==> src/rtl/multicycle_control_unit.sv <==
// Multicycle RISC-style control unit: FETCH/DECODE/EXEC/MEM/WB sequencing,
// instruction legality checking, memory wait timeout and sticky trap flags.
//
// state  | meaning
// FETCH  | read instruction; on mem_ready latch IR and advance PC
// DECODE | check opcode/funct legality
// EXEC   | drive ALU controls, resolve branch/jump
// MEM    | load/store access, wait for mem_ready
// WB     | register write-back for one cycle
// TRAP   | fault; all strobes off until rst
module multicycle_control_unit #(
    parameter int ALUOP_W     = 4,
    parameter int MEM_TIMEOUT = 16,
    parameter int EN_JUMP     = 1
) (
    input  logic               clk,
    input  logic               rst,
    input  logic [6:0]         opcode,
    input  logic [2:0]         funct3,
    input  logic [6:0]         funct7,
    input  logic               zero,
    input  logic               mem_ready,
    output logic               mem_read,
    output logic               mem_write,
    output logic               ir_write,
    output logic               pc_write,
    output logic               reg_write,
    output logic               mem_to_reg,
    output logic               alu_src_a,
    output logic [1:0]         alu_src_b,
    output logic [ALUOP_W-1:0] alu_op,
    output logic [2:0]         state,
    output logic               trap,
    output logic               timeout
);

    typedef enum logic [2:0] {
        S_FETCH  = 3'd0,
        S_DECODE = 3'd1,
        S_EXEC   = 3'd2,
        S_MEM    = 3'd3,
        S_WB     = 3'd4,
        S_TRAP   = 3'd5
    } state_t;

    localparam logic [6:0] OP_R   = 7'b0110011;
    localparam logic [6:0] OP_I   = 7'b0010011;
    localparam logic [6:0] OP_LD  = 7'b0000011;
    localparam logic [6:0] OP_ST  = 7'b0100011;
    localparam logic [6:0] OP_BR  = 7'b1100011;
    localparam logic [6:0] OP_JAL = 7'b1101111;
    localparam logic [6:0] F7_ALT = 7'b0100000;

    localparam logic [3:0] ALU_ADD = 4'd0;
    localparam logic [3:0] ALU_SUB = 4'd1;
    localparam logic [3:0] ALU_AND = 4'd2;
    localparam logic [3:0] ALU_OR  = 4'd3;
    localparam logic [3:0] ALU_XOR = 4'd4;
    localparam logic [3:0] ALU_SLL = 4'd5;
    localparam logic [3:0] ALU_SRL = 4'd6;
    localparam logic [3:0] ALU_SRA = 4'd7;
    localparam logic [3:0] ALU_SLT = 4'd8;

    localparam int              CNT_W    = $clog2(MEM_TIMEOUT + 1);
    localparam logic [CNT_W-1:0] CNT_LAST = CNT_W'(MEM_TIMEOUT - 1);

    state_t           cur_state, nxt_state;
    logic [CNT_W-1:0] wait_cnt;
    logic             trap_q, timeout_q, timeout_set;
    logic             is_r, is_i, is_ld, is_st, is_br, is_jal, legal;
    logic [3:0]       arith_op, alu4;
    logic             wait_expired;
    logic             mem_read_c, mem_write_c, ir_write_c, pc_write_c, reg_write_c, mem_to_reg_c;

    // Instruction class, legality and funct-based ALU code
    always_comb begin
        is_r     = (opcode == OP_R);
        is_i     = (opcode == OP_I);
        is_ld    = (opcode == OP_LD);
        is_st    = (opcode == OP_ST);
        is_br    = (opcode == OP_BR);
        is_jal   = (EN_JUMP != 0) && (opcode == OP_JAL);
        legal    = 1'b0;
        arith_op = ALU_ADD;
        if (is_r) begin
            legal = (funct3 != 3'b011) &&
                    ((funct7 == 7'b0) ||
                     ((funct7 == F7_ALT) && ((funct3 == 3'b000) || (funct3 == 3'b101))));
        end else if (is_i) begin
            legal = (funct3 != 3'b011) &&
                    !((funct3 == 3'b001) && (funct7 != 7'b0)) &&
                    !((funct3 == 3'b101) && (funct7 != 7'b0) && (funct7 != F7_ALT));
        end else if (is_ld || is_st) begin
            legal = (funct3 == 3'b010);
        end else if (is_br) begin
            legal = (funct3 == 3'b000) || (funct3 == 3'b001);
        end else if (is_jal) begin
            legal = 1'b1;
        end
        case (funct3)
            3'b000:  arith_op = (is_r && (funct7 == F7_ALT)) ? ALU_SUB : ALU_ADD;
            3'b001:  arith_op = ALU_SLL;
            3'b010:  arith_op = ALU_SLT;
            3'b100:  arith_op = ALU_XOR;
            3'b101:  arith_op = (funct7 == F7_ALT) ? ALU_SRA : ALU_SRL;
            3'b110:  arith_op = ALU_OR;
            3'b111:  arith_op = ALU_AND;
            default: arith_op = ALU_ADD;
        endcase
    end

    assign wait_expired = (wait_cnt == CNT_LAST) && !mem_ready;

    // Next-state and datapath strobe decode
    always_comb begin
        nxt_state    = cur_state;
        mem_read_c   = 1'b0;
        mem_write_c  = 1'b0;
        ir_write_c   = 1'b0;
        pc_write_c   = 1'b0;
        reg_write_c  = 1'b0;
        mem_to_reg_c = 1'b0;
        alu_src_a    = 1'b0;
        alu_src_b    = 2'd0;
        alu4         = ALU_ADD;
        timeout_set  = 1'b0;
        case (cur_state)
            S_FETCH: begin
                mem_read_c = 1'b1;
                alu_src_b  = 2'd2;
                if (mem_ready) begin
                    ir_write_c = 1'b1;
                    pc_write_c = 1'b1;
                    nxt_state  = S_DECODE;
                end else if (wait_expired) begin
                    nxt_state   = S_TRAP;
                    timeout_set = 1'b1;
                end
            end
            S_DECODE: nxt_state = legal ? S_EXEC : S_TRAP;
            S_EXEC: begin
                if (is_r) begin
                    alu_src_a = 1'b1;
                    alu4      = arith_op;
                    nxt_state = S_WB;
                end else if (is_i) begin
                    alu_src_a = 1'b1;
                    alu_src_b = 2'd1;
                    alu4      = arith_op;
                    nxt_state = S_WB;
                end else if (is_ld || is_st) begin
                    alu_src_a = 1'b1;
                    alu_src_b = 2'd1;
                    nxt_state = S_MEM;
                end else if (is_br) begin
                    alu_src_a  = 1'b1;
                    alu4       = ALU_SUB;
                    pc_write_c = (funct3 == 3'b000) ? zero : !zero;
                    nxt_state  = S_FETCH;
                end else if (is_jal) begin
                    pc_write_c = 1'b1;
                    nxt_state  = S_WB;
                end else begin
                    nxt_state = S_TRAP;
                end
            end
            S_MEM: begin
                mem_read_c  = is_ld;
                mem_write_c = !is_ld;
                if (mem_ready) begin
                    nxt_state = is_ld ? S_WB : S_FETCH;
                end else if (wait_expired) begin
                    nxt_state   = S_TRAP;
                    timeout_set = 1'b1;
                end
            end
            S_WB: begin
                reg_write_c  = 1'b1;
                mem_to_reg_c = is_ld;
                nxt_state    = S_FETCH;
            end
            S_TRAP:  nxt_state = S_TRAP;
            default: nxt_state = S_TRAP;
        endcase
    end

    // State register, memory wait counter and sticky fault flags
    always_ff @(posedge clk) begin
        if (rst) begin
            cur_state <= S_FETCH;
            wait_cnt  <= '0;
            trap_q    <= 1'b0;
            timeout_q <= 1'b0;
        end else begin
            cur_state <= nxt_state;
            if ((nxt_state != cur_state) && ((nxt_state == S_FETCH) || (nxt_state == S_MEM)))
                wait_cnt <= '0;
            else if (((cur_state == S_FETCH) || (cur_state == S_MEM)) && !mem_ready)
                wait_cnt <= wait_cnt + CNT_W'(1);
            trap_q    <= trap_q | (nxt_state == S_TRAP);
            timeout_q <= timeout_q | timeout_set;
        end
    end

    // Strobes are forced low while reset is held
    assign mem_read   = mem_read_c   & ~rst;
    assign mem_write  = mem_write_c  & ~rst;
    assign ir_write   = ir_write_c   & ~rst;
    assign pc_write   = pc_write_c   & ~rst;
    assign reg_write  = reg_write_c  & ~rst;
    assign mem_to_reg = mem_to_reg_c & ~rst;
    assign alu_op     = ALUOP_W'(alu4);
    assign state      = cur_state;
    assign trap       = trap_q;
    assign timeout    = timeout_q;

endmodule

==> config.mk <==
export PLATFORM = sky130hd
export DESIGN_NAME = multicycle_control_unit
export DESIGN_NICKNAME = d
export VERILOG_FILES = /design/src/rtl/multicycle_control_unit.sv
export SDC_FILE = /design/constraint.sdc
export NUM_CORES = 1
export LEC_CHECK = 0
export CAP_MARGIN = 20
export CORE_ASPECT_RATIO = 1.2
export CORE_UTILIZATION = 40
export DETAILED_ROUTE_END_ITERATION = 10
export HOLD_SLACK_MARGIN = 0.12
export PLACE_DENSITY = 0.73
export SLEW_MARGIN = 5
export SYNTH_ARGS = -nofsm -noshare
export SYNTH_HDL_FRONTEND = slang
export SYNTH_SLANG_ARGS = --single-unit
==> constraint.sdc <==
create_clock -name clk -period 2.7 [get_ports clk]
set_clock_uncertainty 0.05 [all_clocks]
set_input_delay 0.27 -clock clk [delete_from_list [all_inputs] [get_ports clk]]
set_output_delay 0.27 -clock clk [all_outputs]
set_load 0.005 [all_outputs]
* Word level (Yosys, flattened, before mapping) *
Index checks and enable logic that the tools add are counted.

storage, ports and cells
  bits in registers = 10
  output and inout port bits = 18

operators by class
  add/sub/neg operators = 1
  eq/ne operators = 23
  multiplexer cells = 48
  bitwise logic cells = 9
  reductions and logical operators = 29

operator list
  operator               number
  $mux W1                31
  $pmux W4 S7            1
  $mux W3                9
  $eq A7 B6 Y1 const B   3
  $eq A3 B3 Y1 const B   6
  $pmux W3 S5            1
  $eq A7 B7 Y1 const B   2
  $eq A3 B2 Y1 const B   4
  $mux W4                3
  $logic_and A1 B1 Y1    11
  $logic_not A3 Y1       3
  $eq A7 B2 Y1 const B   1
  $eq A7 B5 Y1 const B   1
  $logic_not A7 Y1       1
  $ne A7 B6 Y1 const B   1
  $reduce_bool A7 Y1     1
  $and A1 B1 Y1          6
  $eq A3 B1 Y1 const B   2
  $logic_or A1 B1 Y1     6
  $add A5 B1 Y5 const B  1
  $eq A5 B4 Y1 const B   1
  $logic_not A1 Y1       5
  $pmux W1 S2            2
  $pmux W2 S2            1
  5 further kinds        7

* Longest topological paths before layout *
  depth in word-level cells = 13
  mapped depth = 9
  depth with buffers taken out = 9

* Least setup slack after synthesis *
OpenSTA, ideal clock, no wires.

  path kind = register to register
  start point = register wait_cnt[0]
  end point = register wait_cnt[0]
  setup time = 0.132 ns
  arrival = 1.892 ns
  required time = 2.518 ns
  path slack = 0.626 ns
  cell stages (with the launch flop) = 10
  buffers on the path = 0
  clock period less this slack = 2.074 ns
  cells stage by stage = dfxtp_1 -> ha_1 -> and3_1 -> ha_1 -> or2_1 -> a22oi_1 -> o211ai_1 -> a211oi_1 -> or2_1 -> a21oi_1

between the ends
  word-level cells in the longest chain between the ends = 9
  elaborated cells on any way between the ends = 13
  those cells by class = add/sub: 1; eq/ne: 3; mux: 4; reduce/logical: 5

ends and longest elaborated chain
  item                                              RTL line  RTL
  start: declaration                                68        logic [CNT_W-1:0] wait_cnt;
  start signal: assignment                          199       wait_cnt <= wait_cnt + CNT_W'(1);
  $eq A5 B4 Y1                                      112       assign wait_expired = (wait_cnt == CNT_LAST) && !mem_ready;
  $logic_and A1 B1 Y1                               112
  $mux W3                                           135, 172
  $mux W3 (on tied branches)                        170, 131
  $pmux W3 S5                                       127       case (cur_state)
  $eq A3 B2 Y1 or $logic_not A3 Y1 (tied branches)  196       if ((nxt_state != cur_state) && ((nxt_state == S_FETCH) || (nxt_state == S_MEM)))
  $logic_or A1 B1 Y1                                196
  $logic_and A1 B1 Y1                               196
  $reduce_or A2 Y1 (no line)                        n/a

Parallel ways exist; a longest one is shown, timed or not.
A chain may end at the register's enable or synchronous reset.

* Worst setup path in the final report *
  start point = input opcode[3]
  end point = output pc_write

between the ends
  word-level cells in the longest chain between the ends = 8
  elaborated cells on any way between the ends = 14
  those cells by class = eq/ne: 6; mux: 6; bitwise: 1; reduce/logical: 1

ends and longest elaborated chain
  item                RTL line  RTL
  start: declaration  18        input logic [6:0] opcode,
  $eq A7 B7 Y1        82        is_jal = (EN_JUMP != 0) && (opcode == OP_JAL);
  $mux W1             160       end else if (is_jal) begin
  $mux W1             155       end else if (is_br) begin
  $mux W1             151       end else if (is_ld || is_st) begin
  $mux W1             146       end else if (is_i) begin
  $mux W1 (*)         142       if (is_r) begin
  $pmux W1 S2 (*)     127
  $and A1 B1 Y1 (*)   209       assign pc_write = pc_write_c & ~rst;
  end: declaration    26        output logic pc_write,

Mark *: on every way between the ends. The rest lies on a longest branch, timed or not.

==> impl_metrics.env <==
export IMPL_run_status="finished, final reports clean"
export IMPL_cpMostUsedCell="sky130_fd_sc_hd__clkdlybuf4s50_1"
export IMPL_htree_levels=1
export IMPL_coreArea_mm2=0.00253
export IMPL_number_of_cells_on_the_worst_hold_path=2
export IMPL_first_global_vias=1130
export IMPL_final_min_period_over_clock_period_pct=96.2
export IMPL_crit_arrival_ns=2.28
export IMPL_highest_routing_layer_actually_used="met4"
export IMPL_floorplan_initialDensity_pct=41.9
export IMPL_pin_count_of_the_biggest_net_entering_global_routing=13
export IMPL_endpoint_required_time_on_the_critical_path_ns=2.38
export IMPL_worst_path_largest_cell_delay_ns=0.51
export IMPL_hpwlAfterDp_um=2450
export IMPL_detailroute_wirelength_met2_um=1590
export IMPL_gr_total_overflow=0
export IMPL_setup_slack_reg_to_reg_ns=0.39
export IMPL_syn_area_mm2=0.00106
export IMPL_critical_path_max_fanout=5
export IMPL_fin_setup_tns_ns=0
export IMPL_numPortBuffers=38
export IMPL_width_of_the_die_um=49.0
export IMPL_design_final_nets=212
export IMPL_setup_worst_path_start_class="input pin"
export IMPL_met1_length_um=1260
export IMPL_most_area_hungry_cell_type_in_the_yosys_netlist="sky130_fd_sc_hd__dfxtp_1"
export IMPL_cts_root_buffer="sky130_fd_sc_hd__clkbuf_4"
export IMPL_place_congestion=0.911
export IMPL_yosys_area_top_type_share_pct=18.9
export IMPL_final_hold_violation_count=0
export IMPL_syn_avg_cell_area_um2=7.46
export IMPL_io_pin_count=39
export IMPL_critical_path_class="in2out"
export IMPL_place_area_mm2=0.00153
export IMPL_setup_worst_path_end_class="output pin"
export IMPL_worstSkewPairLatency_ns=0.27
export IMPL_power_net_switching_mw=0.166
export IMPL_antenna_found_initial=0
export IMPL_yosys_warnings=0
export IMPL_detail_route_wirelength_um=3030
export IMPL_holdCritStartpoint="timeout"
export IMPL_synth_fp_nets=165
export IMPL_final_design_area_no_fill_mm2=0.00159
export IMPL_top_count_cell_post_synth="sky130_fd_sc_hd__nor2_1"
export IMPL_globalRouteTotalUtil_pct=21.4
export IMPL_synth_ff_latch_count=10
export IMPL_netlist_top_cells_count="sky130_fd_sc_hd__nor2_1 (18), sky130_fd_sc_hd__nand2_1 (11), sky130_fd_sc_hd__dfxtp_1 (10)"
export IMPL_p_leak_nw=0.587
export IMPL_cts_buffer_depth=2
export IMPL_synth_yosys_seq_area_share_pct=18.9
export IMPL_dr_pass1_iters=4
export IMPL_average_wire_per_cell_in_the_routed_design_um=13.7
export IMPL_critical_path_reg2reg_endpoint="wait_cnt[4]"
export IMPL_synth_main_ff_cell="sky130_fd_sc_hd__dfxtp_1"
export IMPL_tightestPinTransition_ns=0.474
export IMPL_iteration_0_drc_markers=18
export IMPL_timing_critical_path_slowest_stage_cell="sky130_fd_sc_hd__clkdlybuf4s50_1"
export IMPL_power_per_cell_area_mw_per_mm2=322
export IMPL_met3RoutedLength_um=114
export IMPL_share_seq_of_total_power_pct=33.8
export IMPL_first_pass_grt_wire_length_um=4850
export IMPL_worst_r2r_path_depth=9
export IMPL_worstPathCellList="clkdlybuf4s50_1 > and4bb_2 > a21bo_1 > or3b_1 > o21bai_1 > clkdlybuf4s50_1"
export IMPL_clkTransAtPathRegs_ns=0.06
export IMPL_drc=0
export IMPL_slew_limit_headroom_pct=67.6
export IMPL_cts_sinks=10
export IMPL_drtAntennaViolNets=0
export IMPL_die_h_um=58.4
export IMPL_yosysUniqueCellTypes=53
export IMPL_cts_tree="built"
export IMPL_hold_path_class="reg2reg"
export IMPL_cap_viol_max_count=0
export IMPL_netSwitchingFraction_pct=32.4
export IMPL_synthCells=142
export IMPL_grt_setup_unrepaired="no"
export IMPL_synth_enable_flop_cells=0
export IMPL_final_max_slew_viol_count=0
export IMPL_hold_end="timeout"
export IMPL_num_vias=1239
export IMPL_areaGrowthSynthToFinish_pct=50.1
export IMPL_finalSetupViolations=0
export IMPL_irDropWorstVdd_mv=0.290
export IMPL_power_report_internal_total_mw=0.346
export IMPL_drive_above_1_share_pct=16.5
export IMPL_finalCriticalPeriod_ns=2.60
export IMPL_vias_per_cell=5.61
export IMPL_yosys_top_cells_area="sky130_fd_sc_hd__dfxtp_1 (19%), sky130_fd_sc_hd__nor2_1 (6.4%), sky130_fd_sc_hd__nand2_1 (3.9%)"
export IMPL_async_flop_share_pct=0
export IMPL_regToRegStartpoint="wait_cnt[0]"
export IMPL_power_clock_fraction_pct=26.7
export IMPL_p_comb_share_pct=39.4
export IMPL_max_clock_freq_ghz=0.385
export IMPL_std_cell_rows=20
export IMPL_dieArea_mm2=0.00286
export IMPL_num_antenna_cells=0
export IMPL_clock_buffer_count_from_cts=3
## state kept, by name, indices dropped and copies added (netlist names)
register  count
trap          1
timeout       1
wait_cnt      5
state         3
## metal layers
layer  track usage (%)  vias to the layer above
met1              23.4                      575
li1                  -                      619
met3              2.33                        7
met4              11.8                        0
met2              40.5                       38
met5                 0                        -
## logic make-up (layout without fill, tap and decap cells)
family / Yosys count / count (layout) / share of synthesized area, %
fa+ha+maj: 2 / 2 / 2.36
flops: 10 / 10 / 18.9
compound gates: 39 / 39 / 29.5
buf+inv: 14 / 60 / 6.02
simple gates: 71 / 71 / 38.1
mux: 1 / 1 / 0.945
xor+xnor: 5 / 5 / 4.13
## power by group through the flow
stage	Clock (mW)	Sequential [mW]	Combinational, mW
4_1_cts	0.140	0.173	0.201
3_3_place_gp	0	0.175	0.196
3_5_place_dp	0	0.176	0.200
6_report	0.137	0.173	0.202
2_1_floorplan	0	0.172	0.109
5_1_grt	0.144	0.175	0.221
## placed cells by master (no fill, tap or decap), types with 3 or more instances in the layout
| cell type | instances |
|---|---|
| sky130_fd_sc_hd__nor2_1 | 18 |
| sky130_fd_sc_hd__clkdlybuf4s50_1 | 36 |
| sky130_fd_sc_hd__inv_1 | 3 |
| sky130_fd_sc_hd__nor2b_1 | 6 |
| sky130_fd_sc_hd__buf_4 | 14 |
| sky130_fd_sc_hd__nand4_1 | 3 |
| sky130_fd_sc_hd__o21ai_0 | 7 |
| sky130_fd_sc_hd__clkbuf_4 | 3 |
| sky130_fd_sc_hd__dfxtp_1 | 9 |
| sky130_fd_sc_hd__nor4_1 | 4 |
| sky130_fd_sc_hd__nor3_1 | 7 |
| sky130_fd_sc_hd__xor2_1 | 4 |
| sky130_fd_sc_hd__nand2_1 | 11 |
| sky130_fd_sc_hd__a211oi_1 | 4 |
| sky130_fd_sc_hd__a21oi_1 | 7 |
## through the flow
stage	power [mW]	util [%]	setup WS [ns]	hold WS [ns]	std cells
2_1_floorplan	0.281	-	0.626	0.410	142
3_3_place_gp	0.371	60.5	0.126	0.403	216
3_5_place_dp	0.376	60.5	0.0593	0.412	216
4_1_cts	0.515	62.2	0.0446	0.429	220
5_1_grt	0.540	62.9	0.0550	0.466	221
6_report	0.512	62.9	0.103	0.423	221
## area by class of cell
cell class,count,area [um2]
multi-input cells,118,806
well taps,33,41.3
fillers,232,937
flip-flops and latches,10,201
inverters,4,15.0
clock buffers,4,36.3
repair buffers,52,490
## what timing repair did
item	4_1_cts	5_1_grt
pin swaps	0	1
hold buffers	0	0
buffers inserted	0	1
setup endpoints to repair	1	2
resized for setup	1	4
## critical path, delay by kind of cell
family / cells / cell delay [ns]
AO/OA/AOI/OAI: 2 / 0.33
AND/OR/NAND/NOR: 2 / 0.66
buffers and inverters: 2 / 1.01
## worst max path at each step
stage / startpoint / to / depth (start not counted)
finish: opcode[3] / pc_write / 6
CTS: opcode[6] / pc_write / 6
global route: state[2] / pc_write / 5
detailed placement: opcode[6] / pc_write / 6
floorplan: wait_cnt[0] / wait_cnt[0] / 9
global placement: opcode[6] / pc_write / 6
(Power assumes the default switching activity.)
